$ cat src/rtl/lc3_pkg.sv
// Shared definitions for the LC-3 memory controller: word width, parameter
// defaults and the access FSM state encoding.
package lc3_pkg;

  localparam int LC3_WORD_W      = 16;
  localparam int LC3_ADDR_W_DEF  = 7;
  localparam int LC3_TIMEOUT_DEF = 15;

  typedef enum logic [1:0] {
    ST_IDLE   = 2'd0,
    ST_STROBE = 2'd1,
    ST_WAIT   = 2'd2,
    ST_DONE   = 2'd3
  } lc3_state_e;

endpackage

$ cat src/rtl/lc3_wait_timer.sv
// Counts consecutive WAIT cycles; expired marks the TIMEOUT-th WAIT cycle.
module lc3_wait_timer #(
  parameter int TIMEOUT = 15
) (
  input  logic clk,
  input  logic rst,
  input  logic en,
  output logic expired
);

  localparam int CNT_W = (TIMEOUT < 2) ? 1 : $clog2(TIMEOUT + 1);

  logic [CNT_W-1:0] cnt_q, cnt_d;

  // The counter restarts whenever the FSM is outside WAIT.
  always_comb begin
    cnt_d = en ? cnt_q + CNT_W'(1) : '0;
  end

  always_ff @(posedge clk or posedge rst) begin
    if (rst) cnt_q <= '0;
    else     cnt_q <= cnt_d;
  end

  assign expired = en && (cnt_q == CNT_W'(TIMEOUT - 1));

endmodule

$ cat src/rtl/lc3_mem_ctrl.sv
// LC-3 memory access controller: accepts one CPU load/store at a time, issues a
// single-cycle registered strobe, waits for mem_ready (with timeout) and responds.
module lc3_mem_ctrl
  import lc3_pkg::*;
#(
  parameter int ADDR_W  = LC3_ADDR_W_DEF,
  parameter int TIMEOUT = LC3_TIMEOUT_DEF
) (
  input  logic                  clk,
  input  logic                  rst,
  input  logic                  req_valid,
  output logic                  req_ready,
  input  logic                  req_write,
  input  logic [LC3_WORD_W-1:0] req_mar,
  input  logic [LC3_WORD_W-1:0] req_mdr,
  output logic                  rsp_valid,
  output logic [LC3_WORD_W-1:0] rsp_mdr,
  output logic                  rsp_err,
  output logic                  mem_we,
  output logic                  mem_re,
  output logic [ADDR_W-1:0]     mem_waddr,
  output logic [ADDR_W-1:0]     mem_raddr,
  output logic [LC3_WORD_W-1:0] mem_d,
  input  logic [LC3_WORD_W-1:0] mem_dout,
  input  logic                  mem_ready
);

  lc3_state_e            state_q, state_d;
  logic                  write_q, write_d;
  logic                  mem_we_q, mem_we_d;
  logic                  mem_re_q, mem_re_d;
  logic [ADDR_W-1:0]     mem_waddr_q, mem_waddr_d;
  logic [ADDR_W-1:0]     mem_raddr_q, mem_raddr_d;
  logic [LC3_WORD_W-1:0] mem_d_q, mem_d_d;
  logic                  rsp_valid_q, rsp_valid_d;
  logic                  rsp_err_q, rsp_err_d;
  logic [LC3_WORD_W-1:0] rsp_mdr_q, rsp_mdr_d;
  logic                  accept;
  logic                  in_range;
  logic                  timer_expired;

  lc3_wait_timer #(.TIMEOUT(TIMEOUT)) u_wait_timer (
    .clk     (clk),
    .rst     (rst),
    .en      (state_q == ST_WAIT),
    .expired (timer_expired)
  );

  assign accept   = req_valid && (state_q == ST_IDLE);
  assign in_range = (req_mar >> ADDR_W) == '0;

  always_comb begin
    state_d     = state_q;
    write_d     = write_q;
    mem_we_d    = 1'b0;
    mem_re_d    = 1'b0;
    mem_waddr_d = mem_waddr_q;
    mem_raddr_d = mem_raddr_q;
    mem_d_d     = mem_d_q;
    rsp_valid_d = 1'b0;
    rsp_err_d   = 1'b0;
    rsp_mdr_d   = rsp_mdr_q;
    case (state_q)
      ST_IDLE: begin
        if (accept) begin
          write_d = req_write;
          if (in_range) begin
            // Strobe and address registers load at acceptance so they are live in STROBE.
            state_d     = ST_STROBE;
            mem_we_d    = req_write;
            mem_re_d    = !req_write;
            mem_waddr_d = req_mar[ADDR_W-1:0];
            mem_raddr_d = req_mar[ADDR_W-1:0];
            mem_d_d     = req_mdr;
          end else begin
            state_d     = ST_DONE;
            rsp_valid_d = 1'b1;
            rsp_err_d   = 1'b1;
          end
        end
      end
      ST_STROBE: state_d = ST_WAIT;
      ST_WAIT: begin
        if (mem_ready) begin
          if (!write_q) rsp_mdr_d = mem_dout;
          state_d     = ST_DONE;
          rsp_valid_d = 1'b1;
        end else if (timer_expired) begin
          state_d     = ST_DONE;
          rsp_valid_d = 1'b1;
          rsp_err_d   = 1'b1;
        end
      end
      ST_DONE: state_d = ST_IDLE;
      default: state_d = ST_IDLE;
    endcase
  end

  always_ff @(posedge clk or posedge rst) begin
    if (rst) begin
      state_q     <= ST_IDLE;
      write_q     <= 1'b0;
      mem_we_q    <= 1'b0;
      mem_re_q    <= 1'b0;
      mem_waddr_q <= '0;
      mem_raddr_q <= '0;
      mem_d_q     <= '0;
      rsp_valid_q <= 1'b0;
      rsp_err_q   <= 1'b0;
      rsp_mdr_q   <= '0;
    end else begin
      state_q     <= state_d;
      write_q     <= write_d;
      mem_we_q    <= mem_we_d;
      mem_re_q    <= mem_re_d;
      mem_waddr_q <= mem_waddr_d;
      mem_raddr_q <= mem_raddr_d;
      mem_d_q     <= mem_d_d;
      rsp_valid_q <= rsp_valid_d;
      rsp_err_q   <= rsp_err_d;
      rsp_mdr_q   <= rsp_mdr_d;
    end
  end

  assign req_ready = (state_q == ST_IDLE);
  assign rsp_valid = rsp_valid_q;
  assign rsp_err   = rsp_err_q;
  assign rsp_mdr   = rsp_mdr_q;
  assign mem_we    = mem_we_q;
  assign mem_re    = mem_re_q;
  assign mem_waddr = mem_waddr_q;
  assign mem_raddr = mem_raddr_q;
  assign mem_d     = mem_d_q;

endmodule

$ cat config.mk
export PLATFORM = sky130hd
export DESIGN_NAME = lc3_mem_ctrl
export DESIGN_NICKNAME = d
export VERILOG_FILES = /design/src/rtl/lc3_pkg.sv /design/src/rtl/lc3_wait_timer.sv /design/src/rtl/lc3_mem_ctrl.sv
export SDC_FILE = /design/constraint.sdc
export NUM_CORES = 1
export LEC_CHECK = 0
export CAP_MARGIN = 15
export CORE_ASPECT_RATIO = 0.5
export CORE_UTILIZATION = 41
export CTS_BUF_LIST = sky130_fd_sc_hd__clkbuf_2 sky130_fd_sc_hd__clkbuf_4 sky130_fd_sc_hd__clkbuf_8
export CTS_CLUSTER_DIAMETER = 120
export DETAILED_ROUTE_END_ITERATION = 10
export PLACE_DENSITY = 0.79
export REMOVE_ABC_BUFFERS = 1
export SYNTH_ARGS = -nofsm -noshare
export SYNTH_HDL_FRONTEND = slang
export SYNTH_HIERARCHICAL = 1
export SYNTH_SLANG_ARGS = --single-unit
$ cat constraint.sdc
create_clock -name clk -period 2.46 [get_ports clk]
set_clock_uncertainty 0.15 [all_clocks]
set_input_delay 0.369 -clock clk [delete_from_list [all_inputs] [get_ports clk]]
set_output_delay 0.369 -clock clk [all_outputs]
set_load 0.02 [all_outputs]
==> flow_metrics.py <==
metrics = {
    "routing": {
        "detailedRoute.firstIterationViolations": 21,
        "wl_met1_um": 1980,
        "route.antenna.remaining_nets": 0,
        "maxUsedRoutingLayer": "met4",
        "drc": 0,
        "drtPass1Iterations": 4,
        "wire_per_inst_um": 15.2,
        "finalWirelength_um": 4810,
        "met3_length_um": 177,
        "dr_total_vias": 1501,
        "route.detailed.vias_per_inst": 4.74,
        "met2_wirelength_um": 2590,
    },
    "grt": {
        "globalRouteTotalUtil_pct": 18.8,
        "grt_antenna_before_repair": 0,
        "number_of_global_route_vias_before_repair": 1551,
        "wire_length_of_the_first_global_routing_pass_um": 7510,
        "grt_start_max_net_pins": 33,
        "globalRouteOverflowTotal": 0,
    },
    "synth": {
        "synth_cell_types": 30,
        "postSynthCellCount": 146,
        "synth.yosys.warnings": 6,
        "synth-main-ff-cell": "dfrtp_1",
        "synth_top_cell_by_area": "dfrtp_1",
        "synth_edf_count": 0,
        "synth_area_leaders": "dfrtp_1 60%, mux2_2 20%, ha_1 3.0%, buf_4 2.5%, buf_6 1.1%",
        "postSynthAreaPerCell_um2": 14.3,
        "post_syn_area_um2": 2090,
        "asyncSetResetFlopFracSynth_pct": 100,
        "post-synth-top-area-fraction_pct": 59.8,
        "synth_seq_area_share_pct": 59.8,
        "synth.ff_latch_count": 50,
    },
    "timing": {
        "final_hold_viol_count": 0,
        "tightestPinTransition_ps": 648,
        "final_period_minus_worst_setup_slack_ps": 2220,
        "timing.slew.headroom_pct": 56.8,
        "grt_setup_unrepaired": "no",
        "worst_setup_margin_ps": 240,
        "setup_violating_endpoint_count_in_the_final_report": 0,
        "slew_violations": 0,
        "share_of_the_clock_period_used_by_the_worst_path_pct": 90.2,
        "maxClockFrequency_mhz": 450,
    },
    "cts": {
        "clk_latency_ps": 290,
        "cts.reportedPaths.clkPinSlew_ps": 90,
        "cts_hold_buffers": 0,
        "ctsHtreeMaxLevel": 2,
        "tritoncts_num_sinks": 50,
        "cts_made_buffers": 5,
        "cells_resized_by_post_cts_repair": 0,
        "post_cts.repair.setup_buffers": 0,
        "max-clock-path-buffers": 2,
        "clock_tree_from_tritoncts": "built",
        "cts-root-buf": "clkbuf_8",
    },
    "setup_path": {
        "critical-path-max-stage-delay_ps": 570,
        "critPathSlowestCell": "or4_4",
        "cp_data_arrival_time_ps": 2260,
        "timing.critical_path.to_type": "register",
        "start_kind": "primary input",
        "crit_path_max_fanout": 23,
        "worst-setup-path-type": "in -> reg",
        "crit_family": "simple AND/OR/NAND/NOR gates",
        "cp.buffers_inverters": 2,
        "worst_ep_required_time_ps": 2500,
        "crit_chain": "clkdlybuf4s50_1 -> or4_4 -> nor4_4 -> buf_12 -> mux2_2",
    },
    "finish": {
        "layout.cell_area.non_filler_um2": 3280,
        "num_antenna_cells": 0,
        "area.growth.synth_to_final_pct": 56.7,
        "finalNetCount": 308,
        "final_util_pct": 70.7,
        "instances_no_fill": 317,
        "post_route_cells_drive_above_1_share_pct": 21.9,
    },
    "placement": {
        "dp.cells": 309,
        "portBuffers": 103,
        "globalplace.congestion": 0.693,
        "preCtsSetupSlack_ps": -67.3,
        "place.detailed.hpwl_um": 3800,
        "postPlaceCellArea_um2": 3170,
    },
    "floorplanning": {
        "io_pins": 104,
        "chipWidth_um": 103,
        "floorplan.initialDensity_pct": 45.1,
        "fp-row-count": 17,
        "chipHeight_um": 52.5,
        "core_footprint_um2": 4640,
        "dieArea_um2": 5410,
    },
    "pwr": {
        "power.density_nw_per_um2": 841,
        "power_mw": 2.76,
        "internal_power_mw": 1.90,
        "power.switching_fraction_pct": 31.1,
        "worst_ir_drop_vdd_uv": 606,
        "switchingPower_mw": 0.857,
        "power_frac_seq_pct": 40.5,
        "power.share.combinational_pct": 39.1,
        "pwr-share-clk_pct": 20.4,
        "power_leakage_nw": 1.47,
    },
    "run_status": {
        "status": "completed",
    },
    "flow_run": {
        "cap_viol_max_count": 0,
    },
    "worst_hold_path": {
        "hp-class": "in -> async",
    },
}
-- kinds of logic (layout without fill, tap and decap cells) --
group                    Yosys count  count (layout)  synth area share [%]
adder cells (fa/ha/maj)            5               5                  2.99
buffers and inverters             16             121                  4.84
multiplexers                      41              41                  21.9
AND/OR/NAND/NOR                   26              26                  7.78
XOR/XNOR                           1               1                 0.419
AO/OA/AOI/OAI                      7               7                  2.21
flip-flops                        50              50                  59.8
-- synthesized netlist by cell type, types with 2 or more instances --
cell and n:
buf_6 2, dfrtp_1 50, inv_1 6, nor3_1 4, nor2_1 3, mux2i_1 2
o21ai_0 3, ha_1 5, nand2_1 5, mux2_2 38, buf_4 7, nor2b_1 3
-- worst register-to-register path, delay by kind of cell (launching register included) --
kind	cells	cell delay (ps)
and+or+nand+nor	2	470
DFF	1	390
adders and majority gates	1	190
muxes	1	370
buffers and inverters	2	310
-- state kept, by name, indices dropped and copies added, names as in the netlist --
name,count
rsp_err,1
mem_raddr,7
mem_we,1
state_q,2
mem_re,1
rsp_valid,1
mem_d,16
write_q,1
u_wait_timer/cnt_q,4
rsp_mdr,16
-- layout make-up --
| class | count | area (µm²) |
|---|---|---|
| Fill cell | 337 | 1360 |
| Sequential cell | 50 | 1250 |
| Timing Repair Buffer | 107 | 1070 |
| Multi-Input combinational cell | 80 | 739 |
| Tap cell | 66 | 82.6 |
| Clock buffer | 5 | 68.8 |
| Clock inverter | 3 | 40.0 |
| Inverter | 6 | 22.5 |
-- cells in the final DEF, fill, tap and decap left out, drive strengths merged --
cell / n
clkdlybuf4s50: 103
dfrtp: 50
mux2: 39
inv: 6
nand2: 5
ha: 5
clkbuf: 5
nor3: 4
buf: 4
o21ai: 3
nor2: 3
nor2b: 3
mux2i: 2
clkinv: 2
or4: 2
nor4: 2
or2: 1
or3: 1
nand3b: 1
o22ai: 1
a41o: 1
a21oi: 1
o32a: 1
bufinv: 1
xor2: 1
and2: 1
nand2b: 1
nand3: 1
and4: 1
-- worst paths after layout --
kind                             from                     to  slack (ps)  depth (start not counted)
hold / removal                    rst  u_wait_timer/cnt_q[0]         140                          2
max in group asynchronous         rst             rsp_mdr[7]        1220                          3
min in group clk              write_q                write_q         340                          2
setup reg to reg           state_q[0]           mem_raddr[2]         480                          6
hold reg to reg               write_q                write_q         340                          2
setup / recovery           req_mar[9]           mem_raddr[2]         240                          5
-- per-stage QoR --
step | setup TNS, ps | hold slack (ps)
6_report | 0 | 142
5_1_grt | 0 | 165
4_1_cts | 0 | 143
3_5_place_dp | -1250 | 322
3_3_place_gp | -974 | 310
2_1_floorplan | -759 | -14.9
-- power groups by stage --
stage | logic (mW) | registers, mW | clock network [mW]
detailed placement | 1.09 | 1.13 | 0
floorplan | 0.382 | 1.31 | 0
CTS | 1.09 | 1.12 | 0.577
finish | 1.08 | 1.12 | 0.562
global placement | 1.06 | 1.12 | 0
global route | 1.15 | 1.14 | 0.618
-- routing by layer --
metal	vias up	GRT usage, %
met3	6	4.67
met5	-	0
met1	758	22.9
met2	33	33.8
li1	704	-
met4	0	4.93
(Power assumes the default switching activity.)
